## src/rtl/ldpc_job_scheduler.sv

```systemverilog
// ldpc_job_scheduler: round-robin arbiter and job sequencer for the shared ldpc core
module ldpc_job_scheduler #(
  parameter int TIMEOUT = 'h400,
  parameter int ITER_W = 8,
  parameter int SUM_LEN = 32
) (
  input  logic                wb_clk_i,
  input  logic                wb_rst_i,
  input  logic [1:0]          req_i,
  input  logic [1:0]          req_mode_i,
  input  logic [2*ITER_W-1:0] req_max_iter_i,
  output logic [1:0]          gnt_o,
  output logic [1:0]          job_done_o,
  output logic [1:0]          job_status_o,
  output logic [ITER_W-1:0]   job_iter_o,
  output logic                busy_o,
  output logic                core_start_o,
  output logic                core_abort_o,
  output logic                core_mode_o,
  output logic [ITER_W-1:0]   core_max_iter_o,
  input  logic                core_busy_i,
  input  logic                core_done_i,
  input  logic                core_syndrome_ok_i,
  input  logic [ITER_W-1:0]   core_iter_i,
  output logic [SUM_LEN-1:0]  jobs_ok_o,
  output logic [SUM_LEN-1:0]  jobs_err_o
);
  localparam int CW = $clog2(TIMEOUT);
  localparam logic [CW-1:0] LIM = CW'(TIMEOUT - 1);
  typedef enum logic [1:0] {IDLE, WAIT_BUSY, RUN, RELEASE} state_t;
  state_t state;
  logic win, ptr, pick, active, ok;
  logic [CW-1:0] cnt;
  logic [ITER_W-1:0] mi;
  always_comb begin
    pick = (req_i == 2'b11) ? ptr : req_i[1];
    mi = pick ? req_max_iter_i[2*ITER_W-1:ITER_W] : req_max_iter_i[ITER_W-1:0];
    active = (state == WAIT_BUSY) || (state == RUN);
    ok = !core_mode_o || core_syndrome_ok_i;
  end
  always_ff @(posedge wb_clk_i) begin
    if (wb_rst_i) begin
      state <= IDLE;
      win <= 1'b0;
      ptr <= 1'b0;
      cnt <= '0;
      gnt_o <= '0;
      job_done_o <= '0;
      job_status_o <= '0;
      job_iter_o <= '0;
      busy_o <= 1'b0;
      core_start_o <= 1'b0;
      core_abort_o <= 1'b0;
      core_mode_o <= 1'b0;
      core_max_iter_o <= '0;
      jobs_ok_o <= '0;
      jobs_err_o <= '0;
    end else begin
      core_start_o <= 1'b0;
      core_abort_o <= 1'b0;
      job_done_o <= '0;
      if (state == IDLE && |req_i) begin
        win <= pick;
        gnt_o <= pick ? 2'b10 : 2'b01;
        core_start_o <= 1'b1;
        core_mode_o <= req_mode_i[pick];
        core_max_iter_o <= (mi == '0) ? ITER_W'(1) : mi;
        cnt <= '0;
        busy_o <= 1'b1;
        state <= WAIT_BUSY;
      end else if (active && (core_done_i || cnt == LIM)) begin
        job_done_o <= win ? 2'b10 : 2'b01;
        core_abort_o <= !core_done_i;
        job_status_o <= !core_done_i ? 2'b10 : (ok ? 2'b00 : 2'b01);
        job_iter_o <= core_done_i ? core_iter_i : '0;
        if (core_done_i && ok) begin
          if (!(&jobs_ok_o)) jobs_ok_o <= jobs_ok_o + SUM_LEN'(1);
        end else if (!(&jobs_err_o)) jobs_err_o <= jobs_err_o + SUM_LEN'(1);
        state <= RELEASE;
      end else if (active) begin
        cnt <= cnt + CW'(1);
        if (state == WAIT_BUSY && core_busy_i) state <= RUN;
      end else if (state == RELEASE && !req_i[win]) begin
        gnt_o <= '0;
        ptr <= !win;
        busy_o <= 1'b0;
        state <= IDLE;
      end
    end
  end
endmodule

```

## config.mk

```make
export PLATFORM = sky130hd
export DESIGN_NAME = ldpc_job_scheduler
export DESIGN_NICKNAME = d
export VERILOG_FILES = /design/src/rtl/ldpc_job_scheduler.sv
export SDC_FILE = /design/constraint.sdc
export NUM_CORES = 1
export LEC_CHECK = 0
export ABC_CLOCK_PERIOD_IN_PS = 6900
export CORE_ASPECT_RATIO = 0.8
export CORE_UTILIZATION = 50
export CTS_BUF_LIST = sky130_fd_sc_hd__clkbuf_2 sky130_fd_sc_hd__clkbuf_4 sky130_fd_sc_hd__clkbuf_8
export CTS_CLUSTER_DIAMETER = 80
export DETAILED_ROUTE_END_ITERATION = 10
export PLACE_DENSITY = 0.81
export SETUP_SLACK_MARGIN = 0.5
export SLEW_MARGIN = 20
export SYNTH_ARGS = -nofsm -noshare
export SYNTH_HDL_FRONTEND = slang
export SYNTH_SLANG_ARGS = --single-unit
```

## constraint.sdc

```tcl
create_clock -name wb_clk_i -period 6.9 [get_ports wb_clk_i]
set_clock_uncertainty 0.15 [all_clocks]
set_input_delay 1.38 -clock wb_clk_i [delete_from_list [all_inputs] [get_ports wb_clk_i]]
set_output_delay 1.38 -clock wb_clk_i [all_outputs]
set_load 0.005 [all_outputs]
```

After elaboration in Yosys (flattened, before gate mapping)
Cells that the tools add are included.

operators by class
  div/mod/pow operators = 0
  add/sub/neg operators = 3
  reductions and logical operators = 30
  equal/unequal tests = 9
  $lt $le $gt $ge = 2
  mux-type cells = 25
  shift operators = 0
  multiply operators = 0
  bitwise logic cells = 6

operators with widths
  operator               count
  $add 32x1->32 const B  2
  $reduce_and 32->1      2
  $mux 8                 3
  $mux 2                 10
  $mux 1                 12
  $reduce_and 4->1       3
  $add 10x1->10 const B  1
  $eq 10x10->1 const B   1
  $logic_not 8->1        1
  $reduce_and 2->1       4
  $eq 2x2->1 const B     3
  $not 1->1              6
  $logic_and 1x1->1      5
  $logic_not 1->1        4
  $lt 1x2->1 const B     2
  $ne 4x1->1 const B     1
  $reduce_bool 4->1      1
  $reduce_or 2->1        2
  $logic_or 1x1->1       3
  $ne 3x1->1 const B     1
  $reduce_and 3->1       1
  $reduce_bool 3->1      1
  $reduce_or 3->1        1
  $eq 2x1->1 const B     1
  4 further kinds        4

storage, ports and cells
  latch bits = 0
  memories kept = 0
  input port bits = 33
  word-level logic and storage cells = 91
  memory bits (read-only) = 0
  register bits = 104
  RAM bits = 0

Depth between registers and ports, before layout
  depth in word-level cells = 8
  gate-level depth with buffers = 9
  gate-level depth less buffers = 7

Least setup slack after synthesis
OpenSTA, ideal clock, no wires.

  kind = input -> register
  from = in req_i[1]
  to = reg jobs_ok_o[22]
  arrival time = 3.159 ns
  buffers on the path = 1
  path slack = 3.471 ns
  stages = 6
  library setup time = 0.121 ns
  path through = o21a_1 > or4b_1 > buf_2 > a211o_1 > nor4_1 > mux2_2

between the ends
  word-level cells in the longest chain between the ends = 4

RTL lines
  element                            line  RTL
  start, declared                    9     input logic [1:0] req_i,
  $reduce_or 2->1                    62    if (state == IDLE && |req_i) begin
  $logic_and 1x1->1                  62
  $not 1->1 (no source line)         n/a
  $reduce_and 4->1 (no source line)  n/a
  end signal, assigned               77    if (!(&jobs_ok_o)) jobs_ok_o <= jobs_ok_o + SUM_LEN'(1);
  end, declared                      25    output logic [SUM_LEN-1:0] jobs_ok_o,

No other way between the ends.
A chain may end at the register's enable or synchronous reset.

Worst setup path after layout
  from = in req_i[1]
  to = reg jobs_err_o[23]

between the ends
  word-level cells in the longest chain between the ends = 4

RTL lines
  element                            line  RTL
  $reduce_or 2->1                    62
  $logic_and 1x1->1                  62
  $not 1->1 (no source line)         n/a
  $reduce_and 4->1 (no source line)  n/a
  end signal, assigned               78    end else if (!(&jobs_err_o)) jobs_err_o <= jobs_err_o + SUM_LEN'(1);
  end, declared                      26    output logic [SUM_LEN-1:0] jobs_err_o

No other way between the ends.

==> impl_results.md <==
- Status: finished clean
- Final GP Congestion: 0.8604
- Post-Synth Simple-Gate Area: 29.48%
- # resized after CTS: 0
- Layout cell share with drive strength beyond 1: 5.256%
- Yosys warnings: 0
- First-pass GRT wire length: 21.70 mm
- Final hold vios: 0
- Antenna cells: 0
- Post-CTS Setup Repair Bufs: 0
- Yosys reg bits: 104
- Most frequently used flop master after synthesis: dfxtp_1
- Setup WS pre-CTS: 2286 ps
- Met2 Routed Length: 6.197 mm
- Grt total ovfl: 0
- CTS H-tree lvls: 3
- Length of routed met3 wiring: 989 um
- Via count: 5063
- Setup CP Type: in -> reg
- DR pass1 iterations: 5
- VDD IR max: 116.3 uV
- Synthesized Nets: 635
- DIE AREA: 10350 um2
- Min Tclk post-route: 4263 ps
- Via density per instance: 6.027
- Final core occ: 66.58%
- Post-DP HPWL: 9.385 mm
- Post-synthesis instance area: 4975 um2
- Hold WC Path Type: reg -> reg
- Post-synthesis mux area share: 2.465%
- Area growth syn-to-layout: 29.15%
- Crit path max fanout: 24
- Initial drt markers: 302
- EDFF count, synth: 0
- Worst reg-to-reg setup slack: 3480 ps
- FP Rows: 32
- Slew HR: 33.33%
- Worst EP arrival: 4430 ps
- Max Cap Viol: 0
- Post-synthesis cell type count: 52
- Startpoint Class: primary input
- Largest net degree at the start of global routing: 63
- Worst path bufs/invs: 1
- Post-synthesis sequential area ratio: 41.85%
- Hold slack: 314.7 ps
- Vias in the first global route: 4598
- Max Used Layer: met4
- Pwr/cell area: 174.4 nW/um2
- Async S/R FF share, synth: 0%
- Average routed wire per standard cell: 15.70 um
- Design area: 6425 um2
- XOR/XNOR share of the synthesized area: 1.761%
- Critical Path End Type: register
- Count leader, synth: dfxtp_1
- Drt drc: 0
- Critical path's top delay family: simple AND/OR/NAND/NOR gates
- IO buf count: 122
- Global-route usage over all layers: 25.85%
- Core region area: 9649 um2
- M1 WL: 5.787 mm
- Yosys top cell area share: 41.85%
- CTS Root Cell: clkbuf_8
- Chip width: 113.5 um
- Area after DPL: 6248 um2
- CP max stage cell: or4b_2
- Num CTS Buffers: 9
- Cells after DPL: 824
- Cts hold-fix bufs: 0
- Ports: 123
- Routed WL: 13.19 mm
- Worst Path Required: 7060 ps
- Syn_area_per_cell: 8.347 um2
- Cell Count, Final, Fillers Out: 840
- # clock sinks: 104
- P_leak: 1.979 nW
- Slew @ Worst Pin: 996.4 ps
- Adder-cell share of the synthesized area: 1.509%
- Setup-failing EPs final: 0
- Die Y: 91.22 um
- Post-synth top area cell: dfxtp_1
- Synth top cells by count: 104 x dfxtp_1, 59 x a21oi_1, 52 x nor2_1
- Clk Latency, worst-skew pair: 380 ps
- Top cells by area, synth: dfxtp_1 42%, a21oi_1 5.9%, or4_1 4.1%
- Synth Area in Compound Gates: 19.39%
- TritonCTS clock tree: done
- Largest family of logic cells by synthesized area: simple AND/OR/NAND/NOR gates
- Initial Utilization: 51.56%
- Pwr Total: 1.121 mW
- Mapped Cells: 596
- Final antenna-violating net count: 0
- Initial antenna violation count: 0
- CTS Buffer Depth: 2
- Max-slew violation count: 0
- Nets: 738
- RSZ-0062 raised after global routing: false
- Crit-path cells: clkdlybuf4s50_1, o21a_1, nor2_1, nand3_1, or4b_2, a21oi_1
- Fin worst setup slack: 2637 ps
- Final period utilization: 61.78%
- Clk slew on worst S/H paths: 100 ps
- Setup TNS: 0 ps
- Fmax: 234.6 MHz
- Worst stage delay on the critical path: 790 ps
## logic make-up (layout without fill, tap and decap cells)
group	count (synthesis)	count (layout)
buf+inv	45	153
compound gates	150	150
flops	104	104
fa+ha+maj	6	6
simple gates	270	270
xor+xnor	10	10
mux	11	11
## routing by layer
layer | global-route usage [%] | vias up
li1 | - | 2466
met1 | 32.54 | 2389
met2 | 42.38 | 187
met3 | 7.276 | 21
met4 | 8.662 | 0
met5 | 0 | -
## where the power goes
part | switching [mW] | internal [mW] | leakage, nW
clock | 0.216 | 0.136 | 0.0823
sequential | 0.0123 | 0.618 | 0.842
combinational | 0.0706 | 0.0663 | 1.05
total | 0.299 | 0.821 | 1.98
## final timing paths
kind,cells past startpoint,from,endpoint
max,6,req_i[1],jobs_err_o[23]
min reg2reg,2,core_max_iter_o[0],core_max_iter_o[0]
max reg2reg,7,state[0],jobs_err_o[23]
min,2,core_max_iter_o[0],core_max_iter_o[0]
## cell usage in the layout, fill, tap and decap left out, types with 3 or more instances in the layout
cell,Yosys,routed
clkdlybuf4s50_1,0,121
dfxtp_1,104,104
a21oi_1,59,59
nor2_1,52,52
nand2_1,49,49
nand4_1,28,28
or4_1,27,27
nand3_1,26,26
o21ai_0,25,25
o31ai_1,25,25
or3_1,21,21
nor4_1,14,14
inv_1,12,12
nor2b_1,10,10
mux2_2,10,10
xor2_1,9,9
nor3_1,9,9
a22o_1,9,9
clkbuf_8,0,9
a311oi_1,8,8
and3_1,7,7
and4_1,6,6
ha_1,6,6
and2_1,5,5
a211oi_1,4,4
nand3b_1,4,4
or2_2,3,3
o41ai_1,3,3
clkinvlp_4,0,3
## registers in the layout, summed over array words and instances, names as in the netlist
signal and flops:
core_mode_o 1, state 2, ptr 1, core_abort_o 1
core_start_o 1, cnt 10, jobs_ok_o 32, job_status_o 2
core_max_iter_o 8, job_iter_o 8, gnt_o 2, busy_o 1
job_done_o 2, jobs_err_o 32, win 1
## worst reg2reg max path, stage by stage, from the launching register on
cell     delay (ps)
dfxtp_1         380
inv_1            80
ha_1            270
o21a_1          420
nor2_1          550
nand3_1         570
or4b_2          800
a21oi_1         150
## final cells by class
type                            count  area [um2]
Clock buffer                       10       131.4
Clock inverter                      6       45.04
Fill cell                         801        3224
Inverter                           13       48.80
Multi-Input combinational cell    447        2716
Sequential cell                   104        2082
Tap cell                          136       170.2
Timing Repair Buffer              124        1231
(Power assumes the default switching activity.)
